--- config.mk ---
export PLATFORM = sky130hd
export DESIGN_NAME = ram_arb
export DESIGN_NICKNAME = d
export VERILOG_FILES = /design/src/rtl/ram_arb_pkg.sv /design/src/rtl/ram_arb_grant.sv /design/src/rtl/ram_arb.sv
export SDC_FILE = /design/constraint.sdc
export NUM_CORES = 1
export LEC_CHECK = 0
export CORE_AREA = 2 2 124 126
export CTS_CLUSTER_SIZE = 16
export DETAILED_ROUTE_END_ITERATION = 6
export DIE_AREA = 0 0 126 128
export GPL_TIMING_DRIVEN = 0
export PLACE_DENSITY = 0.61
export SYNTH_ARGS = -nofsm -noshare
export SYNTH_HDL_FRONTEND = slang
export SYNTH_SLANG_ARGS = --single-unit
--- constraint.sdc ---
create_clock -name clk -period 1.92 [get_ports clk]
set_clock_uncertainty 0.15 [all_clocks]
set_input_delay 0.48 -clock clk [delete_from_list [all_inputs] [get_ports clk]]
set_output_delay 0.48 -clock clk [all_outputs]
set_load 0.02 [all_outputs]
--- src/rtl/ram_arb_pkg.sv ---
// Shared encodings for the two-master ram arbiter: FSM states and master indices.
package ram_arb_pkg;

  typedef enum logic {
    ST_IDLE = 1'b0,
    ST_BUSY = 1'b1
  } state_e;

  localparam int unsigned M0    = 0;
  localparam int unsigned M1    = 1;
  localparam int unsigned NUM_M = 2;

endpackage

--- src/rtl/ram_arb_grant.sv ---
// One-hot grant select for two masters; a held lock overrides any new arbitration.
// Fixed priority (m1 highest) by default; round-robin on ptr_i when RAM_ARB_RR_EN is defined.
module ram_arb_grant
  import ram_arb_pkg::*;
(
  input  logic [NUM_M-1:0] req_i,
  input  logic             ptr_i,
  input  logic [NUM_M-1:0] lock_i,
  output logic [NUM_M-1:0] gnt_o
);

`ifndef RAM_ARB_RR_EN
  logic unused_ptr;
  assign unused_ptr = ptr_i;
`endif

  always_comb begin
    gnt_o = '0;
    if (|lock_i) begin
      gnt_o = lock_i;
    end
`ifdef RAM_ARB_RR_EN
    else if (req_i == 2'b11) begin
      gnt_o = ptr_i ? 2'b10 : 2'b01;
    end
`else
    else if (req_i[M1]) begin
      gnt_o = 2'b10;
    end
`endif
    else begin
      gnt_o = req_i;
    end
  end

endmodule

--- src/rtl/ram_arb.sv ---
// Two-master ram arbiter, one transaction outstanding, zero added latency on request/response paths.
// Stalled requests lock the grant until accepted; RAM_ARB_RR_EN selects round-robin over fixed priority.
module ram_arb
  import ram_arb_pkg::*;
#(
  parameter int AW = 32,
  parameter int DW = 32
) (
  input  logic          clk,
  input  logic          rst,
  input  logic [AW-1:0] m0_addr_i,
  input  logic [DW-1:0] m0_data_i,
  input  logic [3:0]    m0_sel_i,
  input  logic          m0_we_i,
  input  logic          m0_req_valid_i,
  output logic          m0_req_ready_o,
  output logic          m0_rsp_valid_o,
  input  logic          m0_rsp_ready_i,
  output logic [DW-1:0] m0_data_o,
  input  logic [AW-1:0] m1_addr_i,
  input  logic [DW-1:0] m1_data_i,
  input  logic [3:0]    m1_sel_i,
  input  logic          m1_we_i,
  input  logic          m1_req_valid_i,
  output logic          m1_req_ready_o,
  output logic          m1_rsp_valid_o,
  input  logic          m1_rsp_ready_i,
  output logic [DW-1:0] m1_data_o,
  output logic [AW-1:0] s_addr_o,
  output logic [DW-1:0] s_data_o,
  output logic [3:0]    s_sel_o,
  output logic          s_we_o,
  input  logic [DW-1:0] s_data_i,
  output logic          s_req_valid_o,
  input  logic          s_req_ready_i,
  input  logic          s_rsp_valid_i,
  output logic          s_rsp_ready_o
);

  state_e           state_q;
  logic             owner_q;
  logic [NUM_M-1:0] lock_q, lock_d;
  logic [NUM_M-1:0] req, gnt;
  logic             ptr;
  logic             idle, busy, req_hs, rsp_hs, rsp_fwd;

`ifdef RAM_ARB_RR_EN
  logic ptr_q;
  assign ptr = ptr_q;
`else
  assign ptr = 1'b0;
`endif

  assign req  = {m1_req_valid_i, m0_req_valid_i};
  assign idle = (state_q == ST_IDLE);
  assign busy = (state_q == ST_BUSY);

  ram_arb_grant u_grant (
    .req_i  (req),
    .ptr_i  (ptr),
    .lock_i (lock_q),
    .gnt_o  (gnt)
  );

  // Request side: granted master's payload passes straight through while idle.
  assign s_addr_o       = gnt[M1] ? m1_addr_i : m0_addr_i;
  assign s_data_o       = gnt[M1] ? m1_data_i : m0_data_i;
  assign s_sel_o        = gnt[M1] ? m1_sel_i  : m0_sel_i;
  assign s_we_o         = gnt[M1] ? m1_we_i   : m0_we_i;
  assign s_req_valid_o  = idle && |(gnt & req);
  assign m0_req_ready_o = idle && gnt[M0] && s_req_ready_i;
  assign m1_req_ready_o = idle && gnt[M1] && s_req_ready_i;
  assign req_hs         = s_req_valid_o && s_req_ready_i;

  // Response side: only the owner sees the slave; gated in reset so an abandoned beat is dropped.
  assign rsp_fwd        = busy && !rst && s_rsp_valid_i;
  assign s_rsp_ready_o  = busy && !rst && (owner_q ? m1_rsp_ready_i : m0_rsp_ready_i);
  assign m0_rsp_valid_o = rsp_fwd && !owner_q;
  assign m1_rsp_valid_o = rsp_fwd &&  owner_q;
  assign m0_data_o      = (rsp_fwd && !owner_q) ? s_data_i : '0;
  assign m1_data_o      = (rsp_fwd &&  owner_q) ? s_data_i : '0;
  assign rsp_hs         = s_rsp_valid_i && s_rsp_ready_o;

  assign lock_d = (s_req_valid_o && !s_req_ready_i) ? gnt : '0;

  always_ff @(posedge clk) begin
    if (rst) begin
      state_q <= ST_IDLE;
      owner_q <= 1'b0;
      lock_q  <= '0;
`ifdef RAM_ARB_RR_EN
      ptr_q   <= 1'b0;
`endif
    end else begin
      lock_q <= lock_d;
      if (state_q == ST_IDLE) begin
        if (req_hs) begin
          state_q <= ST_BUSY;
          owner_q <= gnt[M1];
`ifdef RAM_ARB_RR_EN
          ptr_q   <= ~ptr_q;
`endif
        end
      end else if (rsp_hs) begin
        state_q <= ST_IDLE;
      end
    end
  end

endmodule

# Word level (Yosys, flattened, before mapping)
# Index checks and enable logic that the tools add are counted.
[word_totals]
reg_bits = 4
in_bits = 178
[op_classes]
mux = 12
reduce_logical = 20
bitwise_logic = 3
[ops]
columns = ["operator", "count"]
rows = [
  ["$mux 32", 4],
  ["$logic_and 1x1->1", 13],
  ["$reduce_or 2->1", 3],
  ["$mux 1", 5],
  ["$mux 2", 2],
  ["$mux 4", 1],
  ["$logic_not 1->1", 3],
  ["$and 2x2->2", 1],
  ["$not 1->1", 2],
  ["$reduce_and 2->1", 1],
]

# Logic depth before layout (Yosys ltp)
[logic_depth]
word_depth = 8
depth_mapped = 5

# Modules after synthesis
# A second synthesis with hierarchy kept.
[unflattened]
cells_unflattened = 175
hier_area_um2 = 1493.9
[modules_own_cells]
columns = ["module", "cells_per_inst", "n_inst", "area_per_inst_um2", "seq_area_each_um2"]
rows = [
  ["ram_arb", 171, 1, 1466.4, 80.1],
  ["ram_arb_grant", 4, 1, 27.5, 0.0],
]

# Worst setup path before layout
# No wires, ideal clock.
[synth_path]
kind = "in2out"
from = "input port m1_req_valid_i"
to = "output port s_addr_o[0]"
slack_ps = -65
cell_stages = 3
t_arrival_ps = 1355
required_ps = 1290
n_path_buf = 1
path_cell_list = "a21oi_4 -> buf_4 -> mux2_2"
[synth_via]
elab_chain_len = 3
[synth_lines]
columns = ["element", "line_no", "rtl"]
rows = [
  ["start, declared", "ram_arb.sv:24", "input logic m1_req_valid_i,"],
  ["$mux 2", "ram_arb_grant.sv:27", "else if (req_i[M1]) begin"],
  ["$mux 2", "ram_arb_grant.sv:19", "if (|lock_i) begin"],
  ["$mux 32", "ram_arb.sv:66", "assign s_addr_o = gnt[M1] ? m1_addr_i : m0_addr_i;"],
  ["end, declared", "ram_arb.sv:29", "output logic [AW-1:0] s_addr_o,"],
]
# Every way passes these cells.

# Worst setup path in the final report
[layout_path]
from = "register lock_q[0]"
to = "output port s_addr_o[12]"
[layout_via]
elab_chain_len = 3
[layout_lines]
columns = ["element", "line_no", "rtl"]
rows = [
  ["start, declared", "ram_arb.sv:42", "logic [NUM_M-1:0] lock_q, lock_d;"],
  ["start signal, assigned", "ram_arb.sv:95", "lock_q <= lock_d;"],
  ["$reduce_or 2->1", "ram_arb_grant.sv:19", ""],
  ["$mux 2", "ram_arb_grant.sv:19", ""],
  ["$mux 32", "ram_arb.sv:66", ""],
]
# Every way passes these cells.

==> reports/qor.yml <==
status: "finished with violations"
violations: "negative setup slack"
register_area_um2: 85.1
fin_ws_ns: -0.366
fp.dieH_um: 128
max-slew-margin-rel_pct: 82.6
crit_path_end_kind: "primary output"
critPathMaxStageDelay_ns: 0.32
fin_crit_ns: 2.29
wl_per_cell_um: 16.7
whs_ns: 0.383
track_usage_pct: 14.2
fill_cells: 1312
fp.dieW_um: 126
leakagePower_nw: 3.14
setup-violations-final: 137
p_comb_share_pct: 79.4
powerDensity_nw_per_um2: 310
ant_nets: 0
drv_slew: 0
clockRootBuffer: "clkbuf_16"
num_rows: 45
num_vias: 2991
clock_latency_ns: 0.23
layout_commonest_cell: "buf_6"
synth_area_um2: 1520
cts_inserted_buffers: 3
ir_worst_vdd_mv: 0.165
drtPass1Iterations: 4
syn_nets: 357
grt_pass1_wl_um: 18200
antenna_found_initial: 2
final_nets: 757
worst-path-buf-inv: 5
p_int_mw: 1.41
syn-instance-count: 179
clk_path_buf_depth: 2
critPathKind: "flip-flop to primary output"
drt_iter0_markers: 30
viasPerCell: 3.90
finalCritPeriodShare_pct: 119
yosys_warnings: 0
yosysUniqueCellTypes: 24
dieArea_um2: 16100
path_common_cell: "buf_12"
drc: 0
finalWirelength_um: 12800
multi_input_area_um2: 1810
cp_cell_sequence: "inv_2 -> a21oi_4 -> buf_12 -> buf_12 -> buf_8 -> mux2_4 -> buf_6"
tightest_slew_ns: 0.259
cts.clk_slew.worst_paths_ns: 0.03
rsz0062_at_grt: "true"
coreArea_um2: 14900
worst-endpoint-required_ns: 1.29
hpwl_um: 8850
avgSynthCellArea_um2: 8.47
start_util_pct: 10.2
io_pins: 317
pwr-share-clk_pct: 15.9
clock_sinks: 4
grt_overflow: 0
switchingPower_mw: 0.657
p_seq_share_pct: 4.7
final_cell_mix: "buf_6 (189), clkdlybuf4s50_1 (170), mux2_4 (68)"
clock.fmax_mhz: 438
final-hold-violation-count: 0
ys_seq_elements: 4
ctsHtreeMaxLevel: 1
crit_family: "buffers and inverters"
yosysSeqAreaShare_pct: 5.28
cts_tree: "done"
drv_cap: 0
areaGrowthSynthToFinish_pct: 340
final_area_um2: 6680
crit_path_top_delay_cell: "dfxtp_2"
grt_max_degree: 9
layout-drive-gt1-share_pct: 67.2
sw_frac_of_total_pct: 31.8
routabilityCongestion: 0.893
grt_pass1_vias: 3329
min_path_type: "input pin to flip-flop"
placed_cell_area_um2: 4980
crit_path_max_fanout: 6
startpoint_type: "flip-flop"
arrival_ns: 1.66
port_buffers: 316
-- path summary, 6_finish.rpt --
path | slack (ns) | endpoint | start | cells past startpoint
max | -0.37 | s_addr_o[12] | lock_q[0]$_SDFF_PP0_ | 7
max reg2reg | 0.22 | lock_q[1]$_SDFF_PP0_ | lock_q[0]$_SDFF_PP0_ | 9
min | 0.38 | busy$_SDFF_PP0_ | rst | 3
min reg2reg | 0.43 | owner_q$_SDFFE_PP0P_ | owner_q$_SDFFE_PP0P_ | 2
-- timing repair --
action	4_1_cts	5_1_grt
buffers inserted	63	14
setup endpoints to repair	139	139
gates resized for setup	1047	72
hold buffers	0	0
cloned	15	0
pin swaps	38	14
-- power groups by stage --
stage / Combinational [mW] / Sequential, mW / Clock, mW
detailed placement: 1.19 / 0.0963 / 0
floorplan: 0.477 / 0.0947 / 0
global route: 1.72 / 0.0986 / 0.331
finish: 1.64 / 0.0978 / 0.328
CTS: 1.68 / 0.0976 / 0.328
global placement: 1.19 / 0.0958 / 0
-- metal layers --
layer / up-vias / global-route usage, % / wire, um
li1: 1413 / - / -
met1: 1364 / 14.6 / 4370
met2: 200 / 28.6 / 7090
met3: 14 / 2.96 / 1110
met4: 0 / 4.01 / 214
met5: - / 0 / 0
-- registers in the layout (all words and copies together) (netlist names) --
signal / count
owner_q: 1
lock_q: 2
busy: 1
-- cells by family (layout without fill, tap and decap cells) --
logic type | Yosys count | after routing | synth area share [%]
AOI/OAI and AO/OA | 7 | 7 | 3.47
DFF | 4 | 4 | 5.28
muxes | 70 | 70 | 51.9
and+or+nand+nor | 81 | 82 | 32.3
other | 0 | 1 | 0
buffers and inverters | 17 | 414 | 7.09
-- worst register-to-register path, delay by kind of cell (launching register included) --
family                 cells  cell delay, ns
buffers and inverters      7            0.80
flip-flops                 1            0.31
AND/OR/NAND/NOR            1            0.25
AO/OA/AOI/OAI              1            0.07
-- cell usage after synthesis (all sizes together) --
library cell   n  area (um^2)
a21oi          4         31.3
a21o           1         7.51
and3           1         6.26
o21ai          1         5.00
nor2b          2         12.5
a311oi         1         8.76
nor2           6         25.0
or2b           1         7.51
and2          64          400
mux2i          1         10.0
nor3b          1         7.51
buf            9         77.6
mux2          69          777
nor4           2         12.5
dfxtp          4         80.1
clkbuf         4         15.0
nand2b         1         6.26
nand2          3         11.3
inv            4         15.0
-- stage by stage --
stage	worst slack, ns	total power, mW	util, %	setup TNS [ns]	cells
CTS	-0.485	2.11	44.6	-37.06	764
floorplan	-0.0355	0.572	-	-2.34	179
detailed placement	-1.34	1.29	33.5	-174.22	683
global route	-0.426	2.15	44.9	-41.10	766
global placement	-1.36	1.28	33.5	-174.04	683
finish	-0.366	2.07	44.9	-33.61	766
-- cell type report --
type,count,share of cell area (%)
Tap cell,188,3.52
Clock buffer,3,1.12
Buffer,9,1.99
Timing Repair Buffer,398,64.7
Multi-Input combinational cell,159,27.1
Antenna cell,1,0.0375
Sequential cell,4,1.27
Inverter,4,0.225
Power figures use the tool's default switching activity.
